File: src/rtl/spi_arb_pkg.sv
// Shared types and constants for the two-requester SPI byte arbiter.
// Holds FSM state codes, the hold-timeout default and the flush byte.
package spi_arb_pkg;

   localparam int HOLD_TIMEOUT_DEF = 255;
   localparam logic [7:0] FLUSH_BYTE = 8'h00;

   typedef logic [2:0] state_t;

   localparam state_t S_IDLE  = 3'd0;
   localparam state_t S_ISSUE = 3'd1;
   localparam state_t S_RUN   = 3'd2;
   localparam state_t S_HOLD  = 3'd3;
   localparam state_t S_FLUSH = 3'd4;

   typedef struct packed {
      logic [7:0] data;
      logic       dc;
      logic       end_txn;
   } hold_t;

endpackage

File: src/rtl/spi_arb_if.sv
// Byte-level link between the arbiter (master) and the SPI controller (slave).
interface spi_arb_if;

   logic       spi_start;
   logic [7:0] spi_data;
   logic       spi_dc;
   logic       spi_end_txn;
   logic       spi_busy;
   logic [7:0] spi_rdata;

   modport master (
      output spi_start, spi_data, spi_dc, spi_end_txn,
      input  spi_busy, spi_rdata
   );

   modport slave (
      input  spi_start, spi_data, spi_dc, spi_end_txn,
      output spi_busy, spi_rdata
   );

endinterface

File: src/rtl/spi_arb_hold_reg.sv
// One-entry request holding register with pending flag.
module spi_arb_hold_reg
   import spi_arb_pkg::*;
(
   input  logic  clk,
   input  logic  rst,
   input  logic  start,
   input  logic  busy,
   input  logic  clr,
   input  hold_t din,
   output logic  pending,
   output hold_t q
);

   always_ff @(posedge clk or posedge rst) begin
      if (rst) begin
         pending <= 1'b0;
         q       <= '0;
      end else if (start && !busy) begin
         pending <= 1'b1;
         q       <= din;
      end else if (clr) begin
         pending <= 1'b0;
      end
   end

endmodule

File: src/rtl/spi_arbiter.sv
// Two-requester SPI byte arbiter with transaction lock and hold timeout.
// SPI_ARB_FIXED_PRIO_EN selects fixed priority (requester 0) over round-robin.
module spi_arbiter
   import spi_arb_pkg::*;
#(
   parameter int HOLD_TIMEOUT = HOLD_TIMEOUT_DEF
) (
   input  logic         clk,
   input  logic         rst,
   input  logic [1:0]   req_start,
   input  logic [15:0]  req_data,
   input  logic [1:0]   req_dc,
   input  logic [1:0]   req_end,
   output logic [1:0]   req_busy,
   output logic [7:0]   rdata,
   output logic [1:0]   rdata_valid,
   spi_arb_if.master    spi,
   output logic         owner,
   output logic         locked,
   output logic         timeout_flag,
   input  logic         timeout_clr
);

   localparam int CW = $clog2(HOLD_TIMEOUT + 1);

   state_t        state;
   logic [CW-1:0] cnt;
   logic          first;
   logic          flush;
   hold_t         tx;
   hold_t         din  [2];
   hold_t         held [2];
   logic [1:0]    pend;
   logic [1:0]    clr;
   logic          in_flight;
   logic          done;
   logic          grant;

   assign din[0] = '{data: req_data[7:0],  dc: req_dc[0], end_txn: req_end[0]};
   assign din[1] = '{data: req_data[15:8], dc: req_dc[1], end_txn: req_end[1]};

   assign in_flight   = (state == S_ISSUE) || (state == S_RUN);
   assign locked      = (state != S_IDLE);
   assign req_busy[0] = pend[0] | (in_flight & ~owner);
   assign req_busy[1] = pend[1] | (in_flight & owner);
   assign clr[0]      = (state == S_ISSUE) & ~owner;
   assign clr[1]      = (state == S_ISSUE) & owner;
   assign done        = (state == S_RUN) & ~first & ~spi.spi_busy;

   assign spi.spi_start   = (state == S_ISSUE) || (state == S_FLUSH);
   assign spi.spi_data    = tx.data;
   assign spi.spi_dc      = tx.dc;
   assign spi.spi_end_txn = tx.end_txn;

   spi_arb_hold_reg u_hold0 (
      .clk(clk), .rst(rst), .start(req_start[0]), .busy(req_busy[0]),
      .clr(clr[0]), .din(din[0]), .pending(pend[0]), .q(held[0])
   );

   spi_arb_hold_reg u_hold1 (
      .clk(clk), .rst(rst), .start(req_start[1]), .busy(req_busy[1]),
      .clr(clr[1]), .din(din[1]), .pending(pend[1]), .q(held[1])
   );

`ifdef SPI_ARB_FIXED_PRIO_EN
   assign grant = ~pend[0];
`else
   logic last_grant;

   assign grant = (&pend) ? ~last_grant : pend[1];

   always_ff @(posedge clk or posedge rst) begin
      if (rst) begin
         last_grant <= 1'b1;
      end else if (done && tx.end_txn) begin
         last_grant <= owner;
      end
   end
`endif

   // tx is loaded on entry to ISSUE/FLUSH so the byte bus stays put through RUN
   always_ff @(posedge clk or posedge rst) begin
      if (rst) begin
         state        <= S_IDLE;
         owner        <= 1'b0;
         cnt          <= '0;
         first        <= 1'b0;
         flush        <= 1'b0;
         tx           <= '0;
         rdata        <= 8'h00;
         rdata_valid  <= 2'b00;
         timeout_flag <= 1'b0;
      end else begin
         rdata_valid <= 2'b00;
         if (state == S_FLUSH) begin
            timeout_flag <= 1'b1;
         end else if (timeout_clr) begin
            timeout_flag <= 1'b0;
         end
         unique case (state)
            S_IDLE: begin
               if (|pend) begin
                  owner <= grant;
                  tx    <= held[grant];
                  state <= S_ISSUE;
               end
            end
            S_ISSUE: begin
               first <= 1'b1;
               flush <= 1'b0;
               state <= S_RUN;
            end
            S_FLUSH: begin
               first <= 1'b1;
               flush <= 1'b1;
               state <= S_RUN;
            end
            S_RUN: begin
               first <= 1'b0;
               if (done) begin
                  if (!flush) begin
                     rdata       <= spi.spi_rdata;
                     rdata_valid <= owner ? 2'b10 : 2'b01;
                  end
                  if (tx.end_txn) begin
                     state <= S_IDLE;
                  end else begin
                     cnt   <= '0;
                     state <= S_HOLD;
                  end
               end
            end
            S_HOLD: begin
               if (pend[owner]) begin
                  tx    <= held[owner];
                  state <= S_ISSUE;
               end else if (cnt == CW'(HOLD_TIMEOUT - 1)) begin
                  tx    <= '{data: FLUSH_BYTE, dc: 1'b0, end_txn: 1'b1};
                  state <= S_FLUSH;
               end else begin
                  cnt <= cnt + 1'b1;
               end
            end
            default: state <= S_IDLE;
         endcase
      end
   end

endmodule

File: src/flat_wrapper.sv
// flat-port wrapper written by rule: the top's interface ports become plain ports
module spi_arbiter_flat import spi_arb_pkg::*;
#(
   parameter int HOLD_TIMEOUT = HOLD_TIMEOUT_DEF
)
  (clk, rst, req_start, req_data, req_dc, req_end, req_busy, rdata, rdata_valid, owner, locked, timeout_flag, timeout_clr, spi_spi_start, spi_spi_data, spi_spi_dc, spi_spi_end_txn, spi_spi_busy, spi_spi_rdata);
  spi_arb_if spi_i ();
  input  logic clk;
  input  logic rst;
  input  logic [1:0] req_start;
  input  logic [15:0] req_data;
  input  logic [1:0] req_dc;
  input  logic [1:0] req_end;
  output logic [1:0] req_busy;
  output logic [7:0] rdata;
  output logic [1:0] rdata_valid;
  output logic owner;
  output logic locked;
  output logic timeout_flag;
  input  logic timeout_clr;
  output wire logic [$bits(spi_i.spi_start)-1:0] spi_spi_start;
  output wire logic [$bits(spi_i.spi_data)-1:0] spi_spi_data;
  output wire logic [$bits(spi_i.spi_dc)-1:0] spi_spi_dc;
  output wire logic [$bits(spi_i.spi_end_txn)-1:0] spi_spi_end_txn;
  input wire logic [$bits(spi_i.spi_busy)-1:0] spi_spi_busy;
  input wire logic [$bits(spi_i.spi_rdata)-1:0] spi_spi_rdata;
  assign spi_spi_start = spi_i.spi_start;
  assign spi_spi_data = spi_i.spi_data;
  assign spi_spi_dc = spi_i.spi_dc;
  assign spi_spi_end_txn = spi_i.spi_end_txn;
  assign spi_i.spi_busy = spi_spi_busy;
  assign spi_i.spi_rdata = spi_spi_rdata;
  spi_arbiter #(.HOLD_TIMEOUT(HOLD_TIMEOUT)) u_core (.clk(clk), .rst(rst), .req_start(req_start), .req_data(req_data), .req_dc(req_dc), .req_end(req_end), .req_busy(req_busy), .rdata(rdata), .rdata_valid(rdata_valid), .spi(spi_i), .owner(owner), .locked(locked), .timeout_flag(timeout_flag), .timeout_clr(timeout_clr));
endmodule
File: config.mk
export PLATFORM = sky130hd
export DESIGN_NAME = spi_arbiter_flat
export DESIGN_NICKNAME = d
export VERILOG_FILES = /design/src/rtl/spi_arb_pkg.sv /design/src/rtl/spi_arb_if.sv /design/src/rtl/spi_arb_hold_reg.sv /design/src/rtl/spi_arbiter.sv /design/src/flat_wrapper.sv
export SDC_FILE = /design/constraint.sdc
export NUM_CORES = 1
export LEC_CHECK = 0
export CORE_MARGIN = 3
export CORE_UTILIZATION = 25
export CTS_CLUSTER_SIZE = 25
export DETAILED_ROUTE_END_ITERATION = 7
export PLACE_DENSITY = 0.54
export SLEW_MARGIN = 30
export SYNTH_ARGS = -nofsm -noshare
export SYNTH_HDL_FRONTEND = slang
export SYNTH_SLANG_ARGS = --single-unit
File: constraint.sdc
create_clock -name clk -period 4.25 [get_ports clk]
set_input_delay 0.85 -clock clk [delete_from_list [all_inputs] [get_ports clk]]
set_output_delay 0.85 -clock clk [all_outputs]
set_load 0.01 [all_outputs]
==> metrics.csv <==
stage,metric,value,unit
placement,gp_routability_congestion,0.795,
floorplan,coreArea,10400,µm²
clocking,cts_max_level,3,
clocking,cts_inserted_buffers,9,
route,drtIter0Drc,102,
sta,finalCritPeriodShare,71.4,%
grt,antenna_found_initial,0,
critical_path,path_cells,"nor2b_1, or2_1, a21o_1, clkdlybuf4s50_1",
final_layout,diodes,0,
critical_path,crit_slowest_cell,dfrtp_1,
critical_path,crit_fanout,16,
synthesis,synthDominantCellAreaShare,53.0,%
critical_path,arrival,2.18,ns
sta,max_slew_margin,50.8,%
grt,grt_pass1_wl,9980,µm
sta,period_needed,3.03,ns
route,wl_per_cell,13.6,µm
grt,grt_pass1_vias,2039,
synthesis,ys_ff_latch,58,
grt,grt_max_degree,43,
synthesis,synth_enable_flop_cells,0,
sta,finalMaxSlewViolations,0,
clocking,clk_path_buf_depth,2,
sta,tightest_slew,0.735,ns
critical_path,path_class,reg -> out,
route,finalWirelength,6070,µm
clocking,clkSlewWorstSetupHoldPaths,0.06,ns
clocking,ctsResizeCount,0,
job,cap_violations,0,
synthesis,synth_cell_type_count,48,
power,powerDensity,741,nW/µm²
route,ant_nets,0,
placement,io_buffers,59,
sta,rsz0062_at_grt,no,
clocking,cts-root-buf,clkbuf_8,
sta,tns,0,ns
min_path,hold_path.class,reg -> reg,
power,p_clk_share,19.6,%
clocking,cts_tree,done,
power,p_sw,0.000947,W
synthesis,yosysMostFrequentCell,dfrtp_1,
critical_path,cp.depth,4,
floorplan,start_util,25.8,%
power,internal-power,0.00172,W
critical_path,cp_slowest_stage_delay,0.59,ns
min_path,hold-path-cell-count,1,
final_layout,drive_gt1_share,14.8,%
critical_path,required,3.40,ns
clocking,hold_buffers,0,
floorplan,dieWidth,110,µm
synthesis,synth_seq_area_share,54.0,%
synthesis,syn-cell-area,2690,µm²
floorplan,fp.dieArea,12000,µm²
route,post-route-drc-count,0,
power,combPwrFrac,42.4,%
sta,fmax,0.330,GHz
sta,fin_skew,0.0107,ns
critical_path,crit_path_end_kind,output pin,
clocking,clk_latency,0.33,ns
route,drt_first_pass_iters,4,
final_layout,nets,342,
final_layout,area_growth,34.0,%
floorplan,rows,37,
route,viasPerCell,4.56,
floorplan,io_pins,60,
run_status,outcome,finished clean,
power,ir_drop,0.216,mV
synthesis,synthTopCellsByArea,"dfrtp_1 53%, mux2_2 7.5%, a21oi_1 4.6%, mux2_1 4.2%, nor2_1 3.9%",
power,p_seq_share,38.1,%
placement,dp.final_hpwl,4350,µm
synthesis,yosysWarnings,0,
clocking,postCtsSetupRepairBufs,0,
grt,grt.total_usage,10.9,%
sta,setup_viol,0,
critical_path,crit_buf_inv,1,
synthesis,synth_flop_cell,dfrtp_1,
synthesis,avgSynthCellArea,11.0,µm²
synthesis,synth_top_area_cell,dfrtp_1,
route,via_count,2033,
sta,final_hold_viol_count,0,
power,finalPower,0.00267,W
floorplan,die_h,110,µm
power,swShare,35.5,%
critical_path,r2r_cells,5,
synthesis,async_flop_share,100,%
synthesis,ys_top_cells_by_count,"57 x dfrtp_1, 28 x nor2_1, 25 x a21oi_1",
synthesis,synth_fp_nets,281,
grt,grt.overflow.total,0,
critical_path,cp-start-kind,flop,
clocking,cts.sinks,58,
power,leakage,1.49,nW
synthesis,synth_cells,245,
critical_path,crit_family,flip-flops,
[metal layers]
| layer | GRT usage [%] | routed length (µm) | vias up |
|---|---|---|---|
| met5 | 0 | 0 | - |
| li1 | - | - | 990 |
| met1 | 14.8 | 2870 | 984 |
| met2 | 16.3 | 2810 | 49 |
| met3 | 2.52 | 266 | 10 |
| met4 | 5.08 | 120 | 0 |
[layout make-up]
| type | count | area (µm²) |
|---|---|---|
| clock buffers | 13 | 169 |
| clock inverters | 2 | 35.0 |
| fillers | 1057 | 6810 |
| inverters | 8 | 31.3 |
| multi-input cells | 168 | 1140 |
| flip-flops and latches | 58 | 1450 |
| well taps | 136 | 170 |
| repair buffers | 61 | 609 |
[power by group through the flow]
stage / sequential, W / clock [W] / combinational (W)
floorplan: 0.000997 / 0 / 0.000746
global placement: 0.00102 / 0 / 0.00112
detailed placement: 0.00103 / 0 / 0.00113
CTS: 0.00102 / 0.000540 / 0.00113
global route: 0.00106 / 0.000562 / 0.00126
finish: 0.00102 / 0.000522 / 0.00113
[flip-flops by register name, indices dropped and copies added, names as in the netlist, 2 cells and up]
name and flops:
u_core.u_hold0.q 10, u_core.rdata 8, u_core.state 3, u_core.u_hold1.q 10, u_core.cnt 8, u_core.rdata_valid 2, u_core.spi.spi_data 8
[metrics by stage]
step                      area [µm²]  util (%)  cells  hold slack [ns]  worst slack (ns)
after floorplan                 2690         -    245            0.459              1.97
after global placement          3390      32.5    430            0.470              1.52
after detailed placement        3390      32.5    430            0.476              1.50
after CTS                       3590      34.5    445            0.491              1.17
after global routing            3610      34.6    446            0.510              1.01
final                           3610      34.6    446            0.487              1.22
[cells in the final DEF, fill, tap and decap left out, drive strengths merged, types with 2 or more instances in the layout]
master and instances:
nand2 14, nand2b 2, inv 7, clkinv 2
or3 3, nor2 30, a22oi 9, clkbuf 13
mux2 29, ha 2, or2 2, a31oi 4
nor2b 5, and3 5, nand3 5, nand3b 2
dfrtp 57, o21a 2, clkdlybuf4s50 59, buf 2
a21oi 26, o21ai 7, nor3 6
[cell families (layout without fill, tap and decap cells)]
logic type	Yosys count	in the layout	share of synthesized area, %
XOR/XNOR	2	2	0.651
AND/OR/NAND/NOR	77	77	14.2
buffers and inverters	19	84	3.72
multiplexers	30	30	12.6
flip-flops	58	58	54.0
AO/OA/AOI/OAI	57	57	13.9
adder cells (fa/ha/maj)	2	2	0.930
[final timing paths]
| check | start | end | slack (ns) |
|---|---|---|---|
| setup reg to reg | u_core.state[0] | u_core.u_hold0.q[7] | 2.00 |
| max in group asynchronous | rst | u_core.state[0] | 2.61 |
| setup / recovery | u_core.state[1] | req_busy[1] | 1.22 |
| hold reg to reg | u_core.u_hold1.q[7] | u_core.u_hold1.q[7] | 0.49 |
| hold / removal | u_core.u_hold1.q[7] | u_core.u_hold1.q[7] | 0.49 |
| min in group asynchronous | rst | u_core.cnt[6] | 0.94 |
Note: power is estimated with default switching activity, not from simulation.
